[src/rtl/wb_port_arbiter_pkg.sv]
// Shared constants for the integer writeback port arbiter.
// Register file geometry and writeback requester indices.
package wb_port_arbiter_pkg;

  localparam int REG_ADDR_W = 5;
  localparam int NUM_REGS   = 32;
  localparam int XLEN_DEF   = 32;

  localparam int WB_ALU     = 0;
  localparam int WB_LSU     = 1;
  localparam int WB_MULDIV  = 2;

  typedef struct packed {
    logic                  we;
    logic [REG_ADDR_W-1:0] rd;
  } wb_ctl_t;

endpackage

[src/rtl/wb_port_arbiter_rr_arbiter.sv]
// Round-robin arbiter: search starts one past the last grant.
// Produces a one-hot grant plus its encoded index.
module rr_arbiter #(
  parameter int NUM_REQ = 3,
  parameter int IDX_W   = (NUM_REQ > 1) ? $clog2(NUM_REQ) : 1
) (
  input  logic [NUM_REQ-1:0] req_i,
  input  logic [IDX_W-1:0]   ptr_i,
  output logic [NUM_REQ-1:0] gnt_o,
  output logic [IDX_W-1:0]   idx_o,
  output logic               any_o
);

  logic [IDX_W-1:0] cand;

  always_comb begin
    gnt_o = '0;
    idx_o = '0;
    any_o = 1'b0;
    cand  = '0;
    for (int i = 1; i <= NUM_REQ; i++) begin
      cand = IDX_W'((int'(ptr_i) + i) % NUM_REQ);
      if (!any_o && req_i[cand]) begin
        any_o       = 1'b1;
        gnt_o[cand] = 1'b1;
        idx_o       = cand;
      end
    end
  end

endmodule

[src/rtl/wb_port_arbiter.sv]
// Integer RF write-port arbiter with registered write stage
// and in-flight destination scoreboard for decode hazards.
module wb_port_arbiter
  import wb_port_arbiter_pkg::*;
#(
  parameter int NUM_REQ = 3,
  parameter int XLEN    = XLEN_DEF
) (
  input  logic                       clk_i,
  input  logic                       rst_i,
  input  logic [NUM_REQ-1:0]         req_valid_i,
  input  logic [NUM_REQ*5-1:0]       req_rd_i,
  input  logic [NUM_REQ*XLEN-1:0]    req_data_i,
  output logic [NUM_REQ-1:0]         req_ready_o,
  output logic [REG_ADDR_W-1:0]      rf_rd_o,
  output logic [XLEN-1:0]            rf_write_data_o,
  output logic                       rf_reg_write_o,
  input  logic                       issue_valid_i,
  input  logic [REG_ADDR_W-1:0]      issue_rd_i,
  input  logic [REG_ADDR_W-1:0]      rs1_i,
  input  logic [REG_ADDR_W-1:0]      rs2_i,
  output logic                       stall_o,
  output logic [NUM_REGS-1:0]        busy_o
);

  localparam int IDX_W = (NUM_REQ > 1) ? $clog2(NUM_REQ) : 1;

  logic [IDX_W-1:0]      rr_ptr_q, rr_ptr_d;
  logic [IDX_W-1:0]      gnt_idx;
  logic                  gnt_any;
  logic [NUM_REQ-1:0]    gnt;
  logic [REG_ADDR_W-1:0] sel_rd;
  logic [XLEN-1:0]       sel_data;

  wb_ctl_t               ctl_q, ctl_d;
  logic [XLEN-1:0]       data_q, data_d;

  logic [NUM_REGS-1:0]   busy_q, busy_d;
  logic [NUM_REGS-1:0]   set_vec, clr_vec;
  logic                  stall;

  rr_arbiter #(
    .NUM_REQ (NUM_REQ),
    .IDX_W   (IDX_W)
  ) u_arb (
    .req_i (req_valid_i),
    .ptr_i (rr_ptr_q),
    .gnt_o (gnt),
    .idx_o (gnt_idx),
    .any_o (gnt_any)
  );

  assign req_ready_o = gnt;
  assign sel_rd      = req_rd_i[int'(gnt_idx)*REG_ADDR_W +: REG_ADDR_W];
  assign sel_data    = req_data_i[int'(gnt_idx)*XLEN +: XLEN];

  // x0 writebacks take the slot but never assert the write enable
  always_comb begin
    rr_ptr_d = rr_ptr_q;
    ctl_d.we = 1'b0;
    ctl_d.rd = ctl_q.rd;
    data_d   = data_q;
    if (gnt_any) begin
      rr_ptr_d = gnt_idx;
      ctl_d.we = (sel_rd != '0);
      ctl_d.rd = sel_rd;
      data_d   = sel_data;
    end
  end

  always_ff @(posedge clk_i or posedge rst_i) begin
    if (rst_i) begin
      rr_ptr_q <= IDX_W'(NUM_REQ - 1);
      ctl_q    <= '0;
      data_q   <= '0;
    end else begin
      rr_ptr_q <= rr_ptr_d;
      ctl_q    <= ctl_d;
      data_q   <= data_d;
    end
  end

  assign rf_reg_write_o  = ctl_q.we;
  assign rf_rd_o         = ctl_q.rd;
  assign rf_write_data_o = data_q;

  assign stall = busy_q[rs1_i] | busy_q[rs2_i]
               | (issue_valid_i & busy_q[issue_rd_i]);

  // Clear lands on the RF commit edge; a new set wins over it
  always_comb begin
    set_vec = '0;
    clr_vec = '0;
    if (issue_valid_i && !stall) set_vec[issue_rd_i] = 1'b1;
    if (ctl_q.we) clr_vec[ctl_q.rd] = 1'b1;
    busy_d    = set_vec | (busy_q & ~clr_vec);
    busy_d[0] = 1'b0;
  end

  always_ff @(posedge clk_i or posedge rst_i) begin
    if (rst_i) busy_q <= '0;
    else       busy_q <= busy_d;
  end

  assign stall_o = stall;
  assign busy_o  = busy_q;

endmodule
[config.mk]
export PLATFORM = sky130hd
export DESIGN_NAME = wb_port_arbiter
export DESIGN_NICKNAME = d
export VERILOG_FILES = /design/src/rtl/wb_port_arbiter_pkg.sv /design/src/rtl/wb_port_arbiter_rr_arbiter.sv /design/src/rtl/wb_port_arbiter.sv
export SDC_FILE = /design/constraint.sdc
export NUM_CORES = 1
export LEC_CHECK = 0
export ABC_AREA = 1
export BUFFER_PORTS_ARGS = -buffer_cell sky130_fd_sc_hd__buf_2
export CORE_MARGIN = 2
export CORE_UTILIZATION = 45
export CTS_BUF_LIST = sky130_fd_sc_hd__clkbuf_4
export DETAILED_ROUTE_END_ITERATION = 10
export PLACE_DENSITY_LB_ADDON = 0.08
export SETUP_SLACK_MARGIN = 0.3
export SYNTH_ARGS = -nofsm -noshare
export SYNTH_HDL_FRONTEND = slang
export SYNTH_HIERARCHICAL = 1
export SYNTH_SLANG_ARGS = --single-unit
[constraint.sdc]
create_clock -name clk_i -period 4.1 [get_ports clk_i]
set_input_delay 0.205 -clock clk_i [delete_from_list [all_inputs] [get_ports clk_i]]
set_output_delay 0.205 -clock clk_i [all_outputs]
set_load 0.1 [all_outputs]
==> summary.md, run 1 <==
| Metric | Value |
|---|---|
| Status | finished with violations |
| Failing checks | negative hold slack |
| Worst-Skew Late Latency | ~0.43 ns |
| Reg-to-reg endpoint | rf_write_data_o[2] |
| Fin crit share | around four fifths |
| Area of the core | roughly 0.011 mm2 |
| Clk sinks | 71 |
| Setup TNS | 0 ns |
| Min cycle time layout | about 3.3 ns |
| Top cell family by delay on the critical path | simple AND/OR/NAND/NOR gates |
| Yosys reg bits | approximately 70 |
| Fin nets | between 1000 and 1500 |
| Crit-path cells | ha_1, o21ai_0, nand2_2, inv_1, nand2_1, nand2_1, inv_1, nand2_1, inv_1, nor2_1, inv_1, nor2_1, nand2_1, o211ai_1 |
| WP buf/inv | 4 |
| Setup-failing EPs final | 0 |
| CTS Root Cell | clkbuf_4 |
| Wire length on met3 | 1.327 mm |
| Global-route wire length before repair | 28.73 mm |
| Routed wire length | 17.94 mm |
| Crit. End Element | register |
| I/O Buffers | 204 |
| YS warnings | 6 |
| Cell row count | 39 |
| Most frequent cells after synthesis | nand2_1, nand3_1, o21ai_0 |
| Post-Syn Instances | 785 |
| Post-Syn Nets | slightly above 900 |
| Final slew viol count | 0 |
| Reg2Reg Setup Slack | 0.81 ns |
| H-Tree Depth | 3 |
| DRT met1 WL | 6.891 mm |
| Seq/Total Area, Yosys | 34.55% |
| Top cells by area, synth | dfrtp_1, nand2_1, nand3_1 |
| Most frequent cell after synthesis | nand2_1 |
| Skew final | 0.02871 ns |
| Synth cell types | 32 |
| Slowest stage delay, CP | 0.82 ns |
| Number of cells on the worst reg-to-reg path | 14 |
| DIE HEIGHT | around 110 um |
| CTS buffer count | 9 |
| RD Place Congestion | a little under 0.9 |
| Initial antenna violation count | 0 |
| Min Hold Slack | -0.008398 ns |
| Clk slew on worst S/H paths | 0.13 ns |
| Post-synth EDFFs | 0 |
| Number of global-route vias before repair | 5681 |
| Vias/cell | 5.248 |
| Layout cell share with drive strength beyond 1 | 26.38% |
| Initial Utilization | 45.65% |
| Main synth FF type | dfrtp_1 |
| Initial DRC count | 432 |
| Final hold vios | 10 |
| Max_cap viols | 0 |
| Inserted Diodes | 0 |
| Critical R2R Launch | rr_ptr_q[1] |
| CTS max path bufs | 2 |
| Syn-to-layout area delta | 27.38% |
| Biggest area consumer among synthesized cells | dfrtp_1 |
| Largest net degree at the start of global routing | 48 |
| Die area | 0.01231 mm2 |
| Mapped cell area | 0.005146 mm2 |
| Critical path class | register to register |
| Asr flop ratio synth | 100.0% |
| Top-area cell type share of the netlist area | 34.04% |
| Chip width | about 110 um |
| Wire per inst | 15.79 um |
| Levels on crit path | 14 |
| Routed Antenna Nets | 0 |
| FILL cells | 1127 |
| HP Class | primary input to asynchronous set/reset pin |
| Peak Freq | roughly 0.30 GHz |
| Critical Path AT | 3.63 ns |
| WP data required | 4.44 ns |
| RSZ-0062 raised after global routing | false |
| GR Util All Layers | 29.12% |
| CP max stage cell | nor2_1 |
| Detailed-route via count | 5962 |
| Met2 routed WL | 8.766 mm |
| Slew HR | about a quarter |
| Mean Syn Cell Area | 6.556 um2 |
| Drt pass-1 iters | 5 |
| Worst-Margin Slew | 1.106 ns |
| Max layer used | met4 |
| Worst Setup Start Kind | register |
| DP Wirelength | between 10 and 15 mm |
| IO Count | 206 |
| CTS tree | done |
| Setup bufs post-CTS | 0 |
| Drt drc | 0 |
| GR Overflow Total | 0 |
| Critical Path Fanout Max | 15 |
metrics by stage:
| step | util [%] | cell area [um2] | std cells | hold slack, ns | setup WS [ns] |
|---|---|---|---|---|---|
| final | 58.15 | 6555 | 1136 | -0.008398 | 0.8087 |
| after global routing | 58.15 | 6555 | 1136 | 0.01775 | 0.5836 |
| after global placement | 54.75 | 6171 | 1100 | 0.4279 | 1.105 |
| after floorplan | - | 5146 | 785 | 0.3427 | 1.449 |
| after CTS | 58.15 | 6555 | 1136 | 0.0006189 | 0.9267 |
| after detailed placement | 54.75 | 6171 | 1100 | 0.4392 | 0.9555 |
cells in the final DEF (no fill, tap or decap), types with 4 or more instances in the layout:
cell / instances
clkbuf_4: 10
nor2_1: 86
buf_2: 204
ha_1: 4
o21ai_0: 88
o211ai_1: 30
nor3_1: 8
nand3_2: 20
dlygate4sd3_1: 20
dfrtp_1: 70
nand3_1: 103
nand2_1: 239
inv_1: 71
a31oi_1: 4
buf_4: 8
sequential cells by signal (all words and copies together), names as in the netlist:
signal and cells:
rf_rd_o 5, rr_ptr_q 2, rf_reg_write_o 1, busy_o 31, rf_write_data_o 32
timing repair:
item | CTS | global route
hold endpoints to repair | 20 | 0
gates resized for setup | 0 | 0
setup endpoints to repair | 0 | 0
hold buffers | 20 | 0
cell type report:
type	count	area, um2	share of cell area (%)
Tap cell	143	178.9	2.730
Sequential cell	71	1778	27.12
Multi-Input combinational cell	598	2844	43.39
Timing Repair Buffer	232	1281	19.55
Inverter	76	289.0	4.409
Clock inverter	6	108.9	1.661
Clock buffer	10	75.07	1.145
per-layer routing:
metal,GRT usage [%],up-vias
met5,0,-
met3,6.124,58
met2,48.30,272
li1,-,2971
met4,15.83,0
met1,35.45,2661
kinds of logic after synthesis:
kind of cell               after synthesis  share of synthesized area [%]
and+or+nand+nor                        465                          39.58
other                                    1                        0.07287
DFF                                     71                          34.55
buffers and inverters                  116                          10.19
adders and majority gates                4                         0.9726
AOI/OAI and AO/OA                      128                          14.64
how the worst max path moves through the flow:
stage	start	to	slack [ns]
finish	rr_ptr_q[1]	rf_write_data_o[2]	0.81
floorplan	busy_o[6]	stall_o	1.45
CTS	rr_ptr_q[1]	rf_write_data_o[10]	0.93
global placement	rr_ptr_q[1]	rf_write_data_o[4]	1.10
global route	rr_ptr_q[0]	rf_write_data_o[2]	0.58
detailed placement	rr_ptr_q[0]	rf_write_data_o[7]	0.96
Power of run 1 is not shown: default switching activity piles up to over one toggle a cycle in this logic, so the estimate is an artifact.
==> run 2: changes to the inputs <==
==> constraint.sdc (replaced) <==
create_clock -name clk_i -period 2.9 [get_ports clk_i]
set_input_delay 0.145 -clock clk_i [delete_from_list [all_inputs] [get_ports clk_i]]
set_output_delay 0.145 -clock clk_i [all_outputs]
set_load 0.1 [all_outputs]
==> run 2 against run 1 <==
Compared with the run above: the flow now finishes without violations; via count is 3.6% higher; maximum frequency grew 32%; utilization rose by 3.1 points; design area increased by 5.4%; die area unchanged; clock skew down 0.011 ns; hold slack better by 0.012 ns; sequential share of layout area down 1.4 points; first-iteration DRC count rose by 26%; non-clock buffer count grew 33; count of clock-buffer cells in the layout is 4 higher; routed wire length is 3.5% higher.
==> summary.md, run 2 (synthesized netlist as in run 1, its figures left out) <==
| Metric | Value |
|---|---|
| Status | finished, final reports clean (was finished with violations) |
| CP max stage cell | dfstp_2 (was nor2_1) |
| Skew final | 0.01767 ns (was 0.02871 ns) |
| Detailed-route via count | 6178 (was 5962) |
| Final core utilization | 61.27% (was 58.15%) |
| CTS Root Cell | clkbuf_4 (unchanged) |
| Chip width | 110.9 um (unchanged) |
| Pre-CTS setup slack | -0.06338 ns (was 0.9555 ns) |
| Syn-to-layout area delta | 34.21% (was 27.38%) |
| Initial DRC count | 543 (was 432) |
| H-Tree Depth | 3 (unchanged) |
| Area of the core | 0.01127 mm2 (unchanged) |
| CTS buffer count | 9 (unchanged) |
| GR Util All Layers | 29.69% (was 29.12%) |
| Peak Freq | 0.4003 GHz (was 0.3038 GHz) |
| Layout cell share with drive strength beyond 1 | 27.29% (was 26.38%) |
| Fin nets | 1157 (was 1124) |
| RD Place Congestion | 0.8984 (was 0.8927) |
| Drt pass-1 iters | 5 (unchanged) |
| GR Overflow Total | 0 (unchanged) |
| WP data required | 3.20 ns (was 4.44 ns) |
| Setup TNS | 0 ns (unchanged) |
| CTS tree | done (unchanged) |
| DP Wirelength | 13.34 mm (was 13.11 mm) |
| Worst setup margin | 0.4020 ns (was 0.8087 ns) |
| Die area | 0.01231 mm2 (unchanged) |
| Slowest stage delay, CP | 0.59 ns (was 0.82 ns) |
| Slew HR | 65.13% (was 26.02%) |
| Crit-path cells | ha_4, inv_4, nand2_2, nand3_2, nand2_2, inv_1, nand2_1, nand2_1, inv_1, nand2_4, inv_1, or2_2, a32oi_2, buf_4, o21ai_0 (was ha_1, o21ai_0, nand2_2, inv_1, nand2_1, nand2_1, inv_1, nand2_1, inv_1, nor2_1, inv_1, nor2_1, nand2_1, o211ai_1) |
| Critical Path AT | 2.80 ns (was 3.63 ns) |
| Critical Path Fanout Max | 8 (was 15) |
| Drt drc | 0 (unchanged) |
| Final slew viol count | 0 (unchanged) |
| IO Count | 206 (unchanged) |
| HP Class | primary input to register (was primary input to asynchronous set/reset pin) |
| Max_cap viols | 0 (unchanged) |
| Clk slew on worst S/H paths | 0.12 ns (was 0.13 ns) |
| Cell row count | 39 (unchanged) |
| Setup-failing EPs final | 0 (unchanged) |
| Placed Cells | 1107 (was 1100) |
| Largest net degree at the start of global routing | 39 (was 48) |
| DIE HEIGHT | 110.9 um (unchanged) |
| Final hold vios | 0 (was 10) |
| Number of global-route vias before repair | 5975 (was 5681) |
| Routed Antenna Nets | 0 (unchanged) |
| Min cycle time layout | 2.498 ns (was 3.291 ns) |
| Clk sinks | 71 (unchanged) |
| Initial antenna violation count | 1 (was 0) |
| Routed wire length | 18.56 mm (was 17.94 mm) |
| Max reg flops | 32 (unchanged) |
| RSZ-0062 raised after global routing | true (was false) |
| Critical path class | register to register (unchanged) |
| CTS max path bufs | 2 (unchanged) |
| Post-route insts no fill | 1170 (was 1136) |
| Crit. End Element | register (unchanged) |
| Initial Utilization | 45.65% (unchanged) |
| Worst-Skew Late Latency | 0.43 ns (about the same) |
| I/O Buffers | 204 (unchanged) |
| Cell mode on critical path | inv_1 |
| Commonest non-fill, non-tap cell in the layout | nand2_1 (unchanged) |
| Worst-Margin Slew | 0.5267 ns (was 1.106 ns) |
| Wire per inst | 15.86 um (was 15.79 um) |
| Vias/cell | 5.280 (was 5.248) |
| Fin crit share | 86.14% (was 80.28%) |
| Worst Setup Start Kind | register (unchanged) |
| Global-route wire length before repair | 29.35 mm (was 28.73 mm) |
| Most frequent cells in the layout | nand2_1, buf_2, nand3_1 (unchanged) |
run 2: per-stage QoR:
step	instance area (um2)	hold WS (ns)
floorplan	5146	0.2827
global placement	6236	0.1091
detailed placement	6236	0.1074
CTS	6813	0.001202
global route	6907	-0.006328
finish	6907	0.003310
run 2: metal layers:
metal | wire [um] | up-vias | global-route usage [%]
met1 | 7153 | 2804 | 34.53
met5 | 0 | - | 0
met2 | 9267 | 291 | 52.31
met4 | 842 | 0 | 15.25
met3 | 1298 | 53 | 5.249
li1 | - | 3030 | -
run 2: path summary, 6_finish.rpt:
path / cells after the start / startpoint / slack (ns) / to
max reg2reg: 15 / rr_ptr_q[1] / 0.40 / rf_rd_o[4]
min: 3 / req_data_i[51] / 0.003 / rf_write_data_o[19]
min in group asynchronous: 3 / rst_i / 0.18 / rf_write_data_o[15]
min reg2reg: 2 / rf_write_data_o[13] / 0.52 / rf_write_data_o[13]
max in group asynchronous: 4 / rst_i / 1.93 / busy_o[14]
max: 15 / rr_ptr_q[1] / 0.40 / rf_rd_o[4]
run 2: what timing repair did:
action / CTS / global route
endpoints found under the setup margin: 17 / 42
gates resized for setup: 8 / 18
hold buffers: 43 / 0
setup buffers: 0 / 2
pin swaps: 0 / 4
endpoints found under the hold margin: 43 / 0
cloned: 0 / 1
run 2: area by class of cell:
type | instances | area (um2)
Fill cell | 1090 | 4365
Multi-Input combinational cell | 598 | 2908
Sequential cell | 71 | 1778
Timing Repair Buffer | 265 | 1635
Inverter | 76 | 291.5
Tap cell | 143 | 178.9
Clock buffer | 14 | 105.1
Clock inverter | 2 | 7.507
Antenna cell | 1 | 2.502
run 2: worst max-delay path: cells and delay by family, from the launching register on:
family	cells	cell delay (ns)
compound gates	2	0.31
flops	1	0.59
buf+inv	5	0.49
fa+ha+maj	1	0.24
simple gates	7	0.71
Power of run 2 is left out for the same reason.
==> run 3: changes to the inputs <==
--- a/config.mk
+++ b/config.mk
@@ -5,13 +5,13 @@
 export SDC_FILE = /design/constraint.sdc
 export NUM_CORES = 1
 export LEC_CHECK = 0
-export ABC_AREA = 1
 export BUFFER_PORTS_ARGS = -buffer_cell sky130_fd_sc_hd__buf_2
 export CORE_MARGIN = 2
 export CORE_UTILIZATION = 45
 export CTS_BUF_LIST = sky130_fd_sc_hd__clkbuf_4
 export DETAILED_ROUTE_END_ITERATION = 10
 export PLACE_DENSITY_LB_ADDON = 0.08
+export RECOVER_POWER = 25
 export SETUP_SLACK_MARGIN = 0.3
 export SYNTH_ARGS = -nofsm -noshare
 export SYNTH_HDL_FRONTEND = slang
==> run 3 against run 2 <==
Compared with the run above: sequential cell count did not move; setup slack lost 0.10 ns; register-to-register slack got worse by 0.04 ns; synthesized area increased by 1.3%.
==> summary.md, run 3 <==
| Metric | Value |
|---|---|
| Status | finished, final reports clean (unchanged) |
| Skew final | 0.02377 ns (was 0.01767 ns) |
| Main synth FF type | dfrtp_1 (unchanged) |
| Mapped cell area | 0.005214 mm2 (was 0.005146 mm2) |
| Setup-failing EPs final | 0 (unchanged) |
| Top cells by area, synth | dfrtp_1, mux2i_1, o31ai_2 (was dfrtp_1, nand2_1, nand3_1) |
| Clk sinks | 71 (unchanged) |
| Cell row count | 39 (unchanged) |
| Post-synth EDFFs | 0 (unchanged) |
| Mux cell area share after synthesis | 18.74% (was 0%) |
| Largest family of logic cells by synthesized area | compound AO/OA/AOI/OAI gates (was simple AND/OR/NAND/NOR gates) |
| Max reg flops | 32 (unchanged) |
| Worst-Margin Slew | 1.249 ns (was 0.5267 ns) |
| Slew HR | 16.64% (was 65.13%) |
| Final slew viol count | 0 (unchanged) |
| Post-synthesis adder-cell area fraction | 0.9599% (was 0.9725%) |
| Number of global-route vias before repair | 5284 (was 5975) |
| Commonest non-fill, non-tap cell in the layout | buf_2 (was nand2_1) |
| Clk slew on worst S/H paths | 0.14 ns (was 0.12 ns) |
| Initial antenna violation count | 0 (was 1) |
| YS warnings | 6 (unchanged) |
| Post-Syn Nets | 699 (was 921) |
| Most frequent cells in the layout | buf_2, nor2_1, a21oi_1 (was nand2_1, buf_2, nand3_1) |
| Most frequent cells after synthesis | nor2_1, a21oi_1, dfrtp_1 (was nand2_1, nand3_1, o21ai_0) |
| Routed wire length | 17.05 mm (was 18.56 mm) |
| Most frequent cell after synthesis | nor2_1 (was nand2_1) |
| Area of the multi-input gates | 0.003296 mm2 (was 0.002908 mm2) |
| GR Util All Layers | 26.01% (was 29.69%) |
| Vias/cell | 5.771 (was 5.280) |
| Routed Antenna Nets | 0 (unchanged) |
| Inserted Diodes | 0 (was 1) |
| I/O Buffers | 204 (unchanged) |
| IO Count | 206 (unchanged) |
| Seq/Total Area, Yosys | 34.10% (was 34.55%) |
| RSZ-0062 raised after global routing | true (unchanged) |
| Layout cell share with drive strength beyond 1 | 43.26% (was 27.29%) |
| Peak Freq | 0.3846 GHz (was 0.4003 GHz) |
| Detailed-route via count | 5361 (was 6178) |
| DIE HEIGHT | 111.6 um (was 110.9 um) |
| Synth cell types | 60 (was 32) |
| Initial Utilization | 45.86% (was 45.65%) |
| CTS Root Cell | clkbuf_4 (unchanged) |
| Chip width | 111.6 um (was 110.9 um) |
| Post-Synth Simple-Gate Area | 14.71% (was 39.58%) |
| Hold wc startpoint | req_data_i[86] (was req_data_i[51]) |
| H-Tree Depth | 3 (unchanged) |
| Crit-path cells | buf_4, mux4_2, nand2b_4, o2111ai_1, nand4_1, a211o_1, buf_12 (was ha_4, inv_4, nand2_2, nand3_2, nand2_2, inv_1, nand2_1, nand2_1, inv_1, nand2_4, inv_1, or2_2, a32oi_2, buf_4, o21ai_0) |
| Die area | 0.01246 mm2 (was 0.01231 mm2) |
| GR Overflow Total | 0 (unchanged) |
| Asr flop ratio synth | 100.0% (unchanged) |
| Critical Path AT | 2.46 ns (was 2.80 ns) |
| Max_cap viols | 0 (unchanged) |
| Setup TNS | 0 ns (unchanged) |
| Worst Setup Start Kind | register (unchanged) |
| Final hold vios | 0 (unchanged) |
| Crit path launch | busy_o[20] (was rr_ptr_q[1]) |
| Critical Path Fanout Max | 4 (was 8) |
| Syn-to-layout area delta | 35.64% (was 34.21%) |
| CP max stage cell | mux4_2 (was dfstp_2) |
| Area of the core | 0.01137 mm2 (was 0.01127 mm2) |
| Fin nets | 917 (was 1157) |
| HP Class | primary input to register (unchanged) |
| RD Place Congestion | 0.8918 (was 0.8984) |
| Synth Area in XOR/XNOR | 0% (unchanged) |
| Critical R2R Launch | rr_ptr_q[1] (unchanged) |
| CTS max path bufs | 2 (unchanged) |
| FILL cells | 948 (was 1090) |
| Wire per inst | 18.35 um (was 15.86 um) |
| Worst-Skew Late Latency | 0.42 ns (was 0.43 ns) |
| Drt pass-1 iters | 5 (unchanged) |
| Mean Syn Cell Area | 9.261 um2 (was 6.556 um2) |
| Top-area cell type share of the netlist area | 33.60% (was 34.04%) |
| Global-route wire length before repair | 26.16 mm (was 29.35 mm) |
| Biggest area consumer among synthesized cells | dfrtp_1 (unchanged) |
| Slowest stage delay, CP | 0.46 ns (was 0.59 ns) |
| Crit. End Element | output pin (was register) |
| Complex-gate fraction of the synthesized area | 25.61% (was 14.64%) |
| WP data required | 2.76 ns (was 3.20 ns) |
| Initial DRC count | 399 (was 543) |
| Critical path class | register to output pin (was register to register) |
| Sequential Area | 0.001782 mm2 (was 0.001778 mm2) |
| WP buf/inv | 2 (was 5) |
| Fin crit share | 89.67% (was 86.14%) |
| Yosys reg bits | 71 (unchanged) |
| CTS buffer count | 9 (unchanged) |
| CTS tree | done (unchanged) |
| Largest net degree at the start of global routing | 41 (was 39) |
| Drt drc | 0 (unchanged) |
| Min cycle time layout | 2.600 ns (was 2.498 ns) |
| Top cell family by delay on the critical path | compound AO/OA/AOI/OAI gates (was simple AND/OR/NAND/NOR gates) |
| Final core utilization | 62.20% (was 61.27%) |
| Post-Syn Instances | 563 (was 785) |
| DP Wirelength | 12.00 mm (was 13.34 mm) |
==> run 3: cell count changes after synthesis, sizes merged, moves of 15 or more <==
cell	change
a21oi	+70
nand2	-226
o31ai	+32
o21ai	-47
mux2i	+59
inv	-63
nand3	-105
mux2	+15
==> run 3: area by class of cell <==
class / count / share of cell area (%)
Inverter: 11 / 0.5839
Multi-Input combinational cell: 430 / 46.60
Clock buffer: 11 / 1.168
Sequential cell: 71 / 25.19
Tap cell: 143 / 2.530
Timing Repair Buffer: 258 / 23.21
Clock inverter: 5 / 0.7077
==> run 3: tightest hold or removal path, cell delays in order <==
cell and delay, ns:
buf_2 0.08, a21oi_1 0.05, a21oi_1 0.14
==> run 3: kinds of logic after synthesis <==
family | after synthesis
AOI/OAI and AO/OA | 190
and+or+nand+nor | 152
muxes | 83
DFF | 71
buffers and inverters | 62
adders and majority gates | 4
other | 1
==> run 3: routing by layer <==
| metal | GRT usage, % | vias up | routed length, um |
|---|---|---|---|
| met3 | 4.518 | 30 | 1127 |
| met1 | 33.32 | 2561 | 7200 |
| met4 | 10.04 | 0 | 401 |
| met5 | 0 | - | 0 |
| met2 | 44.04 | 236 | 8319 |
| li1 | - | 2534 | - |
==> run 3: timing repair <==
action / in CTS / in global routing
gates resized for setup: 16 / 22
endpoints found under the setup margin: 39 / 34
pin swaps: 2 / 6
gates cloned: 1 / 2
hold buffers: 14 / 1
buffers inserted: 6 / 9
hold endpoints to repair: 44 / 1
==> run 3: metrics by stage <==
step | setup WS [ns] | hold slack [ns] | cells | cell area, um2
global route | 0.2376 | 0.0004689 | 929 | 7072
finish | 0.2997 | 0.02272 | 929 | 7072
global placement | 0.2146 | 0.2992 | 880 | 6410
detailed placement | 0.08977 | 0.3104 | 880 | 6410
CTS | 0.3038 | 0.002100 | 917 | 6843
floorplan | 0.002670 | 0.3465 | 563 | 5245
==> run 3: final timing paths <==
kind | to | slack (ns) | cells after the start
worst max-delay path | stall_o | 0.30 | 7
worst min-delay path | rf_write_data_o[22] | 0.02 | 3
worst max register to register | rf_write_data_o[30] | 0.36 | 11
worst min register to register | rf_write_data_o[26] | 0.51 | 1
max in group asynchronous | rf_rd_o[0] | 0.67 | 4
min in group asynchronous | busy_o[23] | 0.59 | 3
Power of run 3 is left out for the same reason.
